### config.mk
export PLATFORM = sky130hd
export DESIGN_NAME = div_share_sched
export DESIGN_NICKNAME = d
export VERILOG_FILES = /design/src/rtl/div_share_sched_pkg.sv /design/src/rtl/div_share_sched_rr_pick.sv /design/src/rtl/div_share_sched.sv
export SDC_FILE = /design/constraint.sdc
export NUM_CORES = 1
export LEC_CHECK = 0
export BUFFER_PORTS_ARGS = -buffer_cell sky130_fd_sc_hd__buf_2
export CAP_MARGIN = 20
export CORE_ASPECT_RATIO = 1.5
export CORE_UTILIZATION = 25
export DETAILED_ROUTE_END_ITERATION = 8
export PLACE_DENSITY = 0.54
export SYNTH_ARGS = -nofsm -noshare
export SYNTH_HDL_FRONTEND = slang
export SYNTH_SLANG_ARGS = --single-unit
### constraint.sdc
create_clock -name i_clk -period 2.77 [get_ports i_clk]
set_input_delay 0.277 -clock i_clk [delete_from_list [all_inputs] [get_ports i_clk]]
set_output_delay 0.277 -clock i_clk [all_outputs]
set_load 0.03 [all_outputs]
### src/rtl/div_share_sched_pkg.sv
// Shared definitions for the divider-sharing scheduler: FSM encoding and default timeout.
package div_share_sched_pkg;

  typedef enum logic [1:0] {
    StIdle  = 2'd0,
    StIssue = 2'd1,
    StResp  = 2'd2,
    StGap   = 2'd3
  } state_e;

  localparam int unsigned DefTimeoutCyc = 1024;

endpackage

### src/rtl/div_share_sched_rr_pick.sv
// Combinational round-robin picker: first set request bit at or after ptr_i, wrapping around.
module div_share_sched_rr_pick #(
  parameter int unsigned NumReq = 4,
  parameter int unsigned IdxW   = $clog2(NumReq)
) (
  input  logic [NumReq-1:0] req_i,
  input  logic [IdxW-1:0]   ptr_i,
  output logic [IdxW-1:0]   grant_o,
  output logic              valid_o
);

  always_comb begin
    int unsigned j;
    grant_o = '0;
    valid_o = 1'b0;
    j       = 0;
    for (int unsigned i = 0; i < NumReq; i++) begin
      j = 32'(ptr_i) + i;
      if (j >= NumReq) j = j - NumReq;
      if (!valid_o && req_i[IdxW'(j)]) begin
        valid_o = 1'b1;
        grant_o = IdxW'(j);
      end
    end
  end

endmodule

### src/rtl/div_share_sched.sv
// Round-robin scheduler sharing one sequential divider among NUM_REQ requesters.
// Optional: define DIV_ZERO_GUARD_EN to answer divide-by-zero without starting the divider.
module div_share_sched
  import div_share_sched_pkg::*;
#(
  parameter int unsigned NUM_REQ     = 4,
  parameter int unsigned DIVIDEND_W  = 32,
  parameter int unsigned DIVISOR_W   = 16,
  parameter int unsigned QUOT_W      = 16,
  parameter int unsigned TIMEOUT_CYC = DefTimeoutCyc
) (
  input  logic                          i_clk,
  input  logic                          i_rst,
  input  logic [NUM_REQ-1:0]            i_req,
  input  logic [NUM_REQ*DIVIDEND_W-1:0] i_dividend,
  input  logic [NUM_REQ*DIVISOR_W-1:0]  i_divisor,
  output logic [NUM_REQ-1:0]            o_ack,
  output logic [QUOT_W-1:0]             o_quotient,
  output logic                          o_err,
  output logic                          o_busy,
  output logic                          o_div_start,
  output logic [DIVIDEND_W-1:0]         o_div_dividend,
  output logic [DIVISOR_W-1:0]          o_div_divisor,
  input  logic [QUOT_W-1:0]             i_div_quotient,
  input  logic                          i_div_done
);

  localparam int unsigned IdxW = $clog2(NUM_REQ);
  localparam int unsigned CntW = $clog2(TIMEOUT_CYC + 1);

  state_e                state_q, state_d;
  logic [IdxW-1:0]       ptr_q, ptr_d;
  logic [IdxW-1:0]       grant_q, grant_d;
  logic [DIVIDEND_W-1:0] dividend_q, dividend_d;
  logic [DIVISOR_W-1:0]  divisor_q, divisor_d;
  logic [CntW-1:0]       cnt_q, cnt_d;
  logic [QUOT_W-1:0]     quot_q, quot_d;
  logic                  err_q, err_d;

  logic [IdxW-1:0]       pick_idx;
  logic                  pick_valid;
  logic [DIVIDEND_W-1:0] sel_dividend;
  logic [DIVISOR_W-1:0]  sel_divisor;
  logic                  zero_div;

  div_share_sched_rr_pick #(
    .NumReq (NUM_REQ),
    .IdxW   (IdxW)
  ) u_rr_pick (
    .req_i   (i_req),
    .ptr_i   (ptr_q),
    .grant_o (pick_idx),
    .valid_o (pick_valid)
  );

  always_comb begin
    sel_dividend = '0;
    sel_divisor  = '0;
    for (int n = 0; n < NUM_REQ; n++) begin
      if (IdxW'(n) == pick_idx) begin
        sel_dividend = i_dividend[n*DIVIDEND_W +: DIVIDEND_W];
        sel_divisor  = i_divisor[n*DIVISOR_W +: DIVISOR_W];
      end
    end
  end

`ifdef DIV_ZERO_GUARD_EN
  assign zero_div = (sel_divisor == '0);
`else
  assign zero_div = 1'b0;
`endif

  always_comb begin
    state_d    = state_q;
    ptr_d      = ptr_q;
    grant_d    = grant_q;
    dividend_d = dividend_q;
    divisor_d  = divisor_q;
    cnt_d      = cnt_q;
    quot_d     = quot_q;
    err_d      = err_q;
    unique case (state_q)
      StIdle: begin
        if (pick_valid) begin
          grant_d = pick_idx;
          cnt_d   = '0;
          if (zero_div) begin
            // Answer immediately; the divider never sees this request.
            quot_d  = '1;
            err_d   = 1'b1;
            state_d = StResp;
          end else begin
            dividend_d = sel_dividend;
            divisor_d  = sel_divisor;
            state_d    = StIssue;
          end
        end
      end
      StIssue: begin
        cnt_d = cnt_q + 1'b1;
        if (i_div_done) begin
          quot_d  = i_div_quotient;
          err_d   = 1'b0;
          state_d = StResp;
        end else if (cnt_q == CntW'(TIMEOUT_CYC - 1)) begin
          quot_d  = '1;
          err_d   = 1'b1;
          state_d = StResp;
        end
      end
      StResp: begin
        ptr_d   = (grant_q == IdxW'(NUM_REQ - 1)) ? '0 : grant_q + 1'b1;
        state_d = StGap;
      end
      StGap: begin
        state_d = StIdle;
      end
      default: state_d = StIdle;
    endcase
  end

  always_ff @(posedge i_clk or posedge i_rst) begin
    if (i_rst) begin
      state_q    <= StIdle;
      ptr_q      <= '0;
      grant_q    <= '0;
      dividend_q <= '0;
      divisor_q  <= '0;
      cnt_q      <= '0;
      quot_q     <= '0;
      err_q      <= 1'b0;
    end else begin
      state_q    <= state_d;
      ptr_q      <= ptr_d;
      grant_q    <= grant_d;
      dividend_q <= dividend_d;
      divisor_q  <= divisor_d;
      cnt_q      <= cnt_d;
      quot_q     <= quot_d;
      err_q      <= err_d;
    end
  end

  // Outputs decode from state so reset clears start/busy without waiting for a clock.
  always_comb begin
    o_ack = '0;
    if (state_q == StResp) o_ack[grant_q] = 1'b1;
  end

  assign o_quotient     = (state_q == StResp) ? quot_q : '0;
  assign o_err          = (state_q == StResp) ? err_q : 1'b0;
  assign o_busy         = (state_q != StIdle);
  assign o_div_start    = (state_q == StIssue);
  assign o_div_dividend = dividend_q;
  assign o_div_divisor  = divisor_q;

endmodule

==> impl_metrics.ini <==
[route]
drtPass1Iterations = 4
route.detailed.wl_per_inst_um = 15.2
wirelength_um = 14900
routed-via-count = 4448
antenna_left = 0
drc_errors = 0
routed_vias_inst = 4.57
dr.first_iter.drc_count = 98

[sta]
whs_ps = -12.7
worst-slew-pin-transition_ps = 717
setup_violations = 0
report.final.slew_viol_count = 0
max_clock_freq_mhz = 449
totalNegativeSetupSlack_ps = 0
period_minus_slack_ps = 2230
timing.final.hold_violations = 7
post-route-period-util = 0.803
timing.max_slew.rel_slack = 0.522
clock_skew_ps = 17.0
grt_setup_unrepaired = no

[synth]
netlist_area_mm2 = 0.00481
synth_cells = 446
muxShareOfSynthArea = 0.213
yosys-top-cells-area = dfrtp_1 (43%), mux2i_1 (21%), o221ai_1 (7.3%), nand2_1 (4.8%), o22a_1 (2.9%)
avg_cell_area_syn_um2 = 10.8
synth_top_area_frac = 0.426
synth_xor_xnor_area_share = 0.00728
combinational_family_with_the_most_area_after_synthesis = multiplexers
mappedNetlistNets = 670
netlist-cell-type-count = 40
synth_compound_area_frac = 0.171
synth.ff_latch_count = 82
yosysWarningCount = 0
synth_fa_ha_area_frac = 0.0234
synth_top_area_cell = dfrtp_1
sequential_share_of_the_synthesized_area = 0.426
fraction_of_the_mapped_netlist_area_in_simple_logic_gates = 0.108

[grt]
grt-ovfl-total = 0
grtUsageTotal = 0.144
grt_start_max_net_pins = 54
grt_antenna_before_repair = 0
vias_in_the_first_global_route = 4227
grt_first_pass_wirelength_um = 21700

[status]
violations = negative hold slack
outcome = finished, violations left

[critical_path]
cp_num_buf_inv = 2
critical_path.endpoint_type = output pin
cp_slowest_cell = ha_1
critical_path.max_fanout = 25
worstPathCellList = inv_1 -> ha_1 -> and2_1 -> buf_2
timing.setup.critical_path_class = flop to output pin
worstPathArrival_ps = 1950
kind_of_cell_with_the_highest_combined_delay_on_the_critical_path = adder cells
start_kind = flop
cp.required_ps = 2490
critPathMaxStageDelay_ps = 640

[finish]
nNetsFinal = 941
diodes = 0
synthToLayoutAreaGrowth_pct = 40.7
final_design_area_no_fill_mm2 = 0.00677
filler_cell_count = 1965
fin_cells = 974
layout.area.seq_mm2 = 0.00205
area_of_the_multi_input_gates_mm2 = 0.00253
layout-drive-gt1-share = 0.456

[floorplan]
fp.dieArea_mm2 = 0.0198
top_level_ports = 286
floorplan.core_area_mm2 = 0.0187
die_h_um = 172
dieWidth_um = 115
num_rows = 61
start_util = 0.257

[placed_design]
dp_hpwl_um = 11500
placed_cells = 958
gp_congestion = 0.764
placed_cell_area_mm2 = 0.00648
io_buffer_count = 285

[job]
timing.max_cap.violations = 0

[clock_network]
ctsHoldBuffers = 0
insertion_delay_ps = 350
post_cts.resized_instances = 0
clkSlewWorstSetupHoldPaths_ps = 70
cts_max_level = 3
clk_path_buf_depth = 2
root_buffer = clkbuf_16
cts_setup_buffers = 0
cts.sinks = 82
cts-buffers-inserted = 9
tritoncts = done

[pwr]
cellInternalPower_uw = 3940
power_frac_comb = 0.565
netSwitchingFraction = 0.470
power.density_mw_per_mm2 = 1100
leakagePower_uw = 0.00369
switchingPower_uw = 3500
seq_power_share = 0.273
power.clock.fraction = 0.162
power.ir.vdd_worst_uv = 407

[min_path]
timing.hold.worst.class = input pin to asynchronous set/reset pin
-- logic make-up (layout without fill, tap and decap cells) --
| group | count (synthesis) | count (layout) |
|---|---|---|
| and+or+nand+nor | 109 | 109 |
| muxes | 102 | 102 |
| AOI/OAI and AO/OA | 95 | 95 |
| DFF | 82 | 82 |
| buffers and inverters | 45 | 321 |
| adders and majority gates | 9 | 9 |
| xor gates and xnor gates | 4 | 4 |
-- per-stage QoR --
stage	power (uW)	utilization	worst slack, ps	hold WS (ps)
2_1_floorplan	5150	-	385	363
3_3_place_gp	6290	0.346	663	370
3_5_place_dp	6320	0.346	667	380
4_1_cts	7560	0.362	492	6.70
5_1_grt	7970	0.362	372	33.7
6_report	7440	0.362	545	-12.7
-- final timing paths --
| check | cells past startpoint | slack (ps) | to | from |
|---|---|---|---|---|
| hold reg to reg | 2 | 480 | o_div_divisor[8] | o_div_divisor[8] |
| setup reg to reg | 6 | 670 | quot_q[5] | cnt_q[0] |
| max in group asynchronous | 3 | 2110 | o_div_dividend[19] | i_rst |
| min in group i_clk | 2 | 150 | quot_q[9] | i_div_quotient[9] |
| setup / recovery | 4 | 540 | o_err | state_q[0] |
| hold / removal | 2 | -10 | o_div_divisor[1] | i_rst |
-- cells in the mapped netlist --
library cell,instances
ha_1,9
dfrtp_1,82
clkbuf_1,13
buf_4,5
and2_1,22
inv_1,10
nor2b_1,1
o22ai_1,3
nor4_4,1
or2_1,1
xor2_1,3
a22o_1,5
a221oi_1,1
buf_2,10
a2111oi_2,1
o21ai_0,7
o221ai_2,8
a21oi_1,6
nand3_1,5
xnor2_1,1
o221ai_1,40
o22a_1,16
and3_1,1
buf_6,6
nand4_1,1
a22oi_1,1
or3_1,1
nand2b_1,3
mux2i_1,100
mux2_2,2
nor2_1,8
a21o_1,4
o221a_2,1
nand2_1,61
and4_1,1
or4_1,1
buf_1,1
o21a_1,1
a31oi_1,1
nor3_1,2
-- power groups by stage --
stage / Sequential (uW) / Combinational [uW] / Clock [uW]
6_report: 2030 / 4200 / 1210
5_1_grt: 2110 / 4560 / 1300
4_1_cts: 2030 / 4280 / 1250
3_5_place_dp: 2050 / 4280 / 0
3_3_place_gp: 2050 / 4240 / 0
2_1_floorplan: 2680 / 2470 / 0
-- sequential cells by signal, summed over array words and instances, names as in the netlist --
| register | cells |
|---|---|
| grant_q | 2 |
| state_q | 2 |
| err_q | 1 |
| o_div_dividend | 32 |
| cnt_q | 11 |
| o_div_divisor | 16 |
| ptr_q | 2 |
| quot_q | 16 |
-- per-layer routing --
| layer | GRT usage | routed length (um) | vias to the layer above |
|---|---|---|---|
| met5 | 0 | 0 | - |
| met4 | 0.0469 | 215 | 0 |
| met3 | 0.0270 | 744 | 11 |
| met2 | 0.260 | 8020 | 170 |
| met1 | 0.170 | 5870 | 2069 |
| li1 | - | - | 2198 |
-- layout make-up --
type | count | share of cell area
Timing Repair Buffer | 295 | 0.227
Inverter | 10 | 0.00573
Multi-Input combinational cell | 319 | 0.374
Tap cell | 252 | 0.0466
Clock buffer | 9 | 0.0333
Sequential cell | 82 | 0.303
Clock inverter | 7 | 0.00979
-- worst register-to-register path, stage by stage (launching register included) --
cell and delay, ps:
dfrtp_1 420, ha_1 230, and3_1 260, nand4_1 150
nor2_1 210, o21a_1 530, o22a_1 240
-- cell usage in the layout, fill, tap and decap left out, types with 3 or more instances in the layout --
| cell type | Yosys | layout |
|---|---|---|
| a21oi_1 | 6 | 6 |
| o22a_1 | 16 | 16 |
| a22o_1 | 5 | 5 |
| nor2_1 | 8 | 8 |
| o221ai_1 | 40 | 40 |
| o221ai_2 | 8 | 8 |
| a21o_1 | 4 | 4 |
| mux2i_1 | 100 | 100 |
| clkbuf_16 | 0 | 9 |
| xor2_1 | 3 | 3 |
| inv_6 | 0 | 5 |
| o21ai_0 | 7 | 7 |
| nand3_1 | 5 | 5 |
| buf_12 | 0 | 3 |
| nand2_1 | 61 | 60 |
| buf_4 | 5 | 7 |
| ha_1 | 9 | 9 |
| dfrtp_1 | 82 | 82 |
| buf_2 | 10 | 285 |
| inv_1 | 10 | 9 |
| and2_1 | 22 | 22 |
No activity file was read; power rests on OpenSTA's default activity.
